$ cat src/rtl/alu_mul_seq_pkg.sv
// Shared types and helpers for the shift-add multiplier sequencer.
//   mul_state_t : sequencer FSM states (IDLE, RUN, DONE)
//   step_func   : selects the ALU function for one multiplier bit
// The ALU opcode macros normally come from the core's global defines. The
// guarded fallbacks below keep this slice self-contained.
`ifndef N_BIT
`define N_BIT 32
`endif
`ifndef ALU_FUNC_SIZE
`define ALU_FUNC_SIZE 4
`endif
`ifndef ALU_OP1
`define ALU_OP1 4'h0
`endif
`ifndef ALU_ADD
`define ALU_ADD 4'h2
`endif

package alu_mul_seq_pkg;

  typedef enum logic [1:0] {
    IDLE = 2'd0,
    RUN  = 2'd1,
    DONE = 2'd2
  } mul_state_t;

  // When the current multiplier bit is set, the step adds the multiplicand
  // into the hi accumulator. Otherwise it passes operand A (hi) through
  // unchanged with a zero carry.
  function automatic logic [`ALU_FUNC_SIZE-1:0] step_func(input logic mult_bit);
    return mult_bit ? `ALU_ADD : `ALU_OP1;
  endfunction

endpackage

$ cat src/rtl/alu_mul_sequencer.sv
// Multi-cycle unsigned shift-add multiplier controller (MULTU).
// The block borrows the shared ALU for one ADD or OP1 pass per multiplier bit.
// It builds the 2*WIDTH product in the hi/lo registers. Latency is fixed:
// after start is accepted, RUN lasts WIDTH cycles and is followed by a
// single-cycle DONE.
// Ports:
//   clock, reset       posedge clock; synchronous active-high reset
//   start              request; accepted only in IDLE or DONE
//   op_a, op_b         multiplicand and multiplier, sampled on accept
//   busy               high exactly while in RUN
//   done               one-cycle pulse; the product is valid
//   prod_hi, prod_lo   product halves; held until the next accept
//   ovf                prod_hi != 0; registered on entry to DONE
//   alu_own            top level routes alu_a/alu_b/alu_func to the ALU
//   alu_a, alu_b       running hi accumulator and latched multiplicand
//   alu_func           `ALU_ADD or `ALU_OP1
//   alu_out            ALU result; bit WIDTH is the carry
`ifndef N_BIT
`define N_BIT 32
`endif
`ifndef ALU_FUNC_SIZE
`define ALU_FUNC_SIZE 4
`endif
`ifndef ALU_OP1
`define ALU_OP1 4'h0
`endif
`ifndef ALU_ADD
`define ALU_ADD 4'h2
`endif

module alu_mul_sequencer
  import alu_mul_seq_pkg::*;
#(
  parameter int WIDTH = `N_BIT,
  parameter int CNT_W = $clog2(WIDTH + 1)
) (
  input  logic                      clock,
  input  logic                      reset,
  input  logic                      start,
  input  logic [WIDTH-1:0]          op_a,
  input  logic [WIDTH-1:0]          op_b,
  output logic                      busy,
  output logic                      done,
  output logic [WIDTH-1:0]          prod_hi,
  output logic [WIDTH-1:0]          prod_lo,
  output logic                      ovf,
  output logic                      alu_own,
  output logic [WIDTH-1:0]          alu_a,
  output logic [WIDTH-1:0]          alu_b,
  output logic [`ALU_FUNC_SIZE-1:0] alu_func,
  input  logic [WIDTH:0]            alu_out
);

  mul_state_t       state, state_nxt;
  logic [CNT_W-1:0] cnt;
  logic [WIDTH-1:0] mcand;
  logic [WIDTH-1:0] hi;
  logic [WIDTH-1:0] lo;
  logic             ovf_q;
  logic             accept;
  logic             last_step;

  // Next state, accept/step decode and ALU request
  always_comb begin
    state_nxt = state;
    accept    = 1'b0;
    last_step = 1'b0;
    busy      = 1'b0;
    done      = 1'b0;
    alu_own   = 1'b0;
    alu_a     = '0;
    alu_b     = '0;
    alu_func  = `ALU_OP1;
    case (state)
      IDLE: begin
        if (start) begin
          accept    = 1'b1;
          state_nxt = RUN;
        end
      end
      RUN: begin
        busy      = 1'b1;
        alu_own   = 1'b1;
        alu_a     = hi;
        alu_b     = mcand;
        // lo[0] always holds the multiplier bit for this step, because lo
        // shifts right once per step.
        alu_func  = step_func(lo[0]);
        last_step = (cnt == CNT_W'(WIDTH - 1));
        if (last_step) state_nxt = DONE;
      end
      DONE: begin
        done = 1'b1;
        // Back-to-back accept: the done pulse is still presented this cycle.
        if (start) begin
          accept    = 1'b1;
          state_nxt = RUN;
        end else begin
          state_nxt = IDLE;
        end
      end
      default: state_nxt = IDLE;
    endcase
  end

  // State, counter and hi/lo shift register
  always_ff @(posedge clock) begin
    if (reset) begin
      state <= IDLE;
      cnt   <= '0;
      mcand <= '0;
      hi    <= '0;
      lo    <= '0;
      ovf_q <= 1'b0;
    end else begin
      state <= state_nxt;
      if (accept) begin
        mcand <= op_a;
        hi    <= '0;
        lo    <= op_b;
        cnt   <= '0;
        ovf_q <= 1'b0;
      end else if (state == RUN) begin
        // (2*WIDTH+1)-bit right shift. The ALU carry becomes the new top bit
        // of hi, and the consumed multiplier bit drops off the bottom of lo.
        {hi, lo} <= {alu_out, lo[WIDTH-1:1]};
        cnt      <= cnt + CNT_W'(1);
        if (last_step) ovf_q <= |alu_out[WIDTH:1];
      end
    end
  end

  assign prod_hi = hi;
  assign prod_lo = lo;
  assign ovf     = ovf_q;

endmodule

$ cat config.mk
export PLATFORM = sky130hd
export DESIGN_NAME = alu_mul_sequencer
export DESIGN_NICKNAME = d
export VERILOG_FILES = /design/src/rtl/alu_mul_seq_pkg.sv /design/src/rtl/alu_mul_sequencer.sv
export SDC_FILE = /design/constraint.sdc
export NUM_CORES = 1
export LEC_CHECK = 0
export ABC_AREA = 1
export ABC_CLOCK_PERIOD_IN_PS = 1400
export CAP_MARGIN = 20
export CORE_UTILIZATION = 35
export DETAILED_ROUTE_END_ITERATION = 10
export PLACE_DENSITY = 0.71
export SKIP_CTS_REPAIR_TIMING = 1
export SLEW_MARGIN = 20
export SYNTH_ARGS = -nofsm -noshare
export SYNTH_HDL_FRONTEND = slang
export SYNTH_SLANG_ARGS = --single-unit
$ cat constraint.sdc
create_clock -name clock -period 1.4 [get_ports clock]
set_input_delay 0.28 -clock clock [delete_from_list [all_inputs] [get_ports clock]]
set_output_delay 0.28 -clock clock [all_outputs]
set_load 0.02 [all_outputs]
# Word level (Yosys, flattened, before mapping)
# Index checks and enable logic that the tools add are counted.
# word_totals
regBits,105
latchBits,0
mem_bits_rw,0
rom_bits,0
in_bits,100
out_inout_bits,136
wordCells,34
n_memories,0
# classes
addsub,1
mul,0
div_mod_pow,0
magnitude_cmp,0
n_eq_ne,5
n_shift,0
muxes,15
n_bitwise,0
reduce_logical,7
# ops
operator,n
2-to-1 mux 32 bit,4
OR reduction 32 bit,1
2-to-1 mux 2 bit,4
adder 6 x 1 -> 6 bit (second input constant),1
equality test 6 x 5 -> 1 bit (second input constant),1
2-to-1 mux 1 bit,6
one-hot mux 2 bit (3 select lines),1
!= test 2 bit (second input constant),2
AND reduction 2 bit,2
OR reduction 2 bit,2
equality test 2 x 1 -> 1 bit (second input constant),1
equality test 2 bit (second input constant),1
logical NOT 2 bit,1
nonzero test 2 bit,1

# Logic depth before layout (Yosys ltp)
# depth
word_depth,4
mapped_depth,7
depth_no_buf,7

# Worst setup path after synthesis
# No wires, ideal clock.
# synth_path
path_type,flip-flop to output port
startpoint,register state[1]
endpoint,output port alu_a[30]
t_arrival_ns,1.117
t_required_ns,1.120
setup_slack_ns,0.003
stages_incl_launch_ff,6
path_buffers,2
cell_sequence,dfxtp_1 > inv_1 > nand2_4 > buf_8 > buf_2 > nor2_1
# synth_between
elab_chain_cells,2
# synth_lines
item,line_no,source
start: declaration,alu_mul_sequencer.sv:54,"mul_state_t state, state_nxt;"
start signal: assignment,alu_mul_sequencer.sv:116,state <= state_nxt;
equality test 2 x 1 -> 1 bit,alu_mul_sequencer.sv:74,case (state)
2-to-1 mux 32 bit,alu_mul_sequencer.sv:74,
end: declaration,alu_mul_sequencer.sv:48,"output logic [WIDTH-1:0] alu_a,"
# Every way passes these cells.

# Worst setup path in the final report
# layout_path
startpoint,register state[1]
endpoint,output port alu_a[26]
# The elaborated chain is that of the path after synthesis.

==> out/qor.csv <==
stage,metric,value,unit
status,status,"finished, violations left",
status,failing checks,negative setup slack,
synthesis,Post-Synth Simple-Gate Area,21.8,%
cells_and_area,"leading cell type in the layout, fill and taps excluded",dfxtp_1,
worst_setup_path,Crit Path Class,reg -> out,
route,Routed WL,16.9,mm
placed_design,I/O Buffers,232,
synthesis,sequential fraction of the synthesis area,43.0,%
die,core box area,13500,um^2
route,Vias,4998,
cts,Clk Tree Root Cell,clkbuf_16,
synthesis,main combinational cell family by area after synthesis,simple AND/OR/NAND/NOR gates,
die,chip width,120,um
cells_and_area,"commonest cells after routing, fill and taps aside","dfxtp_1, clkdlybuf4s50_1, nor2_1, inv_1, buf_4",
die,die height,120,um
die,starting density of the core,36.4,%
synthesis,Mean Syn Cell Area,7.92,um^2
grt,grt ovf,0,
timing,Hold Worst Slack,0.450,ns
timing,Final Cycle Share,115,%
route,wire per inst,15.6,um
timing,minimum clock period,1.61,ns
cts,Max H-tree Level,3,
die,row count,42,
worst_setup_path,CP arrival,1.33,ns
synthesis,xor and xnor area share after synthesis,0,%
synthesis,Synth Area in Compound Gates,21.7,%
timing,PnR worst setup slack,-0.212,ns
timing,final setup skew,0.00456,ns
placed_design,gpl congestion,0.832,
worst_setup_path,worst-path fanout max,7,
synthesis,YS warnings,0,
power,pwr dens,924,nW/um^2
placed_design,placed cell areas,7610,um^2
cells_and_area,Util after Layout,68.5,%
timing,Final setup viols,103,
placed_design,hpwl dp,10.5,mm
cts,Worst-Skew Late Latency,0.35,ns
grt,first-pass GRT wire length,21.9,mm
route,DRT Pass-1 Iters,4,
die,IO Pins,236,
cts,Clock Pin Slew Worst Setup and Hold Paths,0.06,ns
grt,pin count of the biggest net entering global routing,50,
worst_setup_path,Required @ worst endpoint,1.12,ns
timing,Fmax achieved,620,MHz
cts,clock buffer count from CTS,9,
synthesis,adder-cell share of the synthesized area,0.256,%
synthesis,cell count after synthesis,618,
cells_and_area,Area Overhead vs Synth,88.2,%
timing,Fin. Hold Viols,0,
route,ANT nets after route,0,
run,max_cap viols,0,
route,number of remaining DRC errors,0,
route,Starting DRT DRC Count,141,
route,Vias per Instance,4.63,
worst_setup_path,Worst Reg2Reg Path Length in Cells,9,
cells_and_area,Final nets,1004,
timing,"Slew Viols, Final",0,
power,Total Power,8.50,mW
grt,Tot GR Track Use,19.4,%
cells_and_area,layout cell share with drive strength beyond 1,37.7,%
synthesis,synthesized area,4890,um^2
cells_and_area,# diodes,0,
worst_setup_path,Worst Setup End Kind,primary output,
synthesis,Yosys reg bits,105,
synthesis,Netlist cell types,27,
synthesis,mux share of post-synthesis cell area,0,%
power,peak supply drop,700,uV
cts,Clock Sinks,105,
min_path,Hold Crit Depth,2,
grt,vias in the first global route,4344,
grt,initial antenna violation count,0,
worst_setup_path,kind of start point of the critical path,register,
cells_and_area,post-route cell area,9210,um^2
cts,clock buffer depth,2,
power,total leakage power,4.54,nW
die,Die Area,14500,um^2
min_path,worst hold path class,reg -> reg,
cts,CTS tree,yes,
timing,RSZ-0062 raised after global routing,true,
## worst max-delay path, cell delays in order (launching register included)
cell and delay (ns):
dfxtp_2 0.36, clkinv_4 0.10, nand2_8 0.14, clkbuf_16 0.20, nor2_2 0.05, buf_6 0.12
## flip-flops by register name (all words and copies together), names as in the netlist
| signal | flops |
|---|---|
| mcand | 32 |
| prod_lo | 32 |
| prod_hi | 32 |
| cnt | 6 |
| state | 2 |
| ovf | 1 |
## final timing paths
check | slack, ns | endpoint | startpoint
worst max-delay path | -0.21 | alu_a[26] | state[1]
worst min-delay path | 0.45 | mcand[9] | mcand[9]
worst max register to register | -0.11 | prod_lo[9] | state[1]
worst min register to register | 0.45 | mcand[9] | mcand[9]
## cells by family (layout without fill, tap and decap cells)
logic type                 after synthesis  after routing
and+or+nand+nor                        218            220
AOI/OAI and AO/OA                      172            172
buffers and inverters                  121            403
DFF                                    105            105
adders and majority gates                1              1
other                                    1              3
## final cells by class
class / count / area [um^2]
repair buffers: 309 / 3440
well taps: 176 / 220
inverters: 76 / 319
clock inverters: 1 / 30.0
fillers: 1109 / 4240
repair inverters: 6 / 101
clock buffers: 11 / 243
flip-flops and latches: 105 / 2110
multi-input cells: 396 / 2750
## layer usage
| metal | track usage (%) | part of all wire [%] | routed length (um) | vias up |
|---|---|---|---|---|
| li1 | - | - | - | 2542 |
| met1 | 24.5 | 43 | 7270 | 2303 |
| met2 | 31.2 | 50 | 8440 | 130 |
| met3 | 5.14 | 4.6 | 785 | 23 |
| met4 | 8.02 | 2.3 | 391 | 0 |
| met5 | 0 | 0 | 0 | - |
## power breakdown
part | internal (mW) | total (mW) | switching [mW]
combinational | 1.29 | 2.65 | 1.36
sequential | 3.22 | 3.39 | 0.172
clock | 1.40 | 2.46 | 1.07
## cell usage after synthesis (all sizes together)
cell type | number | share of area [%]
nor3 | 32 | 6.2
or2 | 1 | 0.13
a21oi | 73 | 9.6
o21ai | 99 | 12
buf | 39 | 6.6
nand3 | 4 | 0.41
clkbuf | 6 | 0.46
nand4 | 1 | 0.26
clkinv | 1 | 0.33
conb | 1 | 0.077
nand2 | 26 | 2.8
ha | 1 | 0.26
nor2 | 154 | 12
inv | 75 | 5.8
dfxtp | 105 | 43
## stage by stage
stage / cells / setup slack [ns] / setup TNS [ns]
floorplan: 620 / 0.00264 / 0
global placement: 1037 / -0.339 / -35.98
detailed placement: 1037 / -0.347 / -36.72
CTS: 1049 / -0.732 / -60.52
global route: 1080 / -0.259 / -20.66
finish: 1080 / -0.212 / -13.92
No activity file was read; power rests on OpenSTA's default activity.
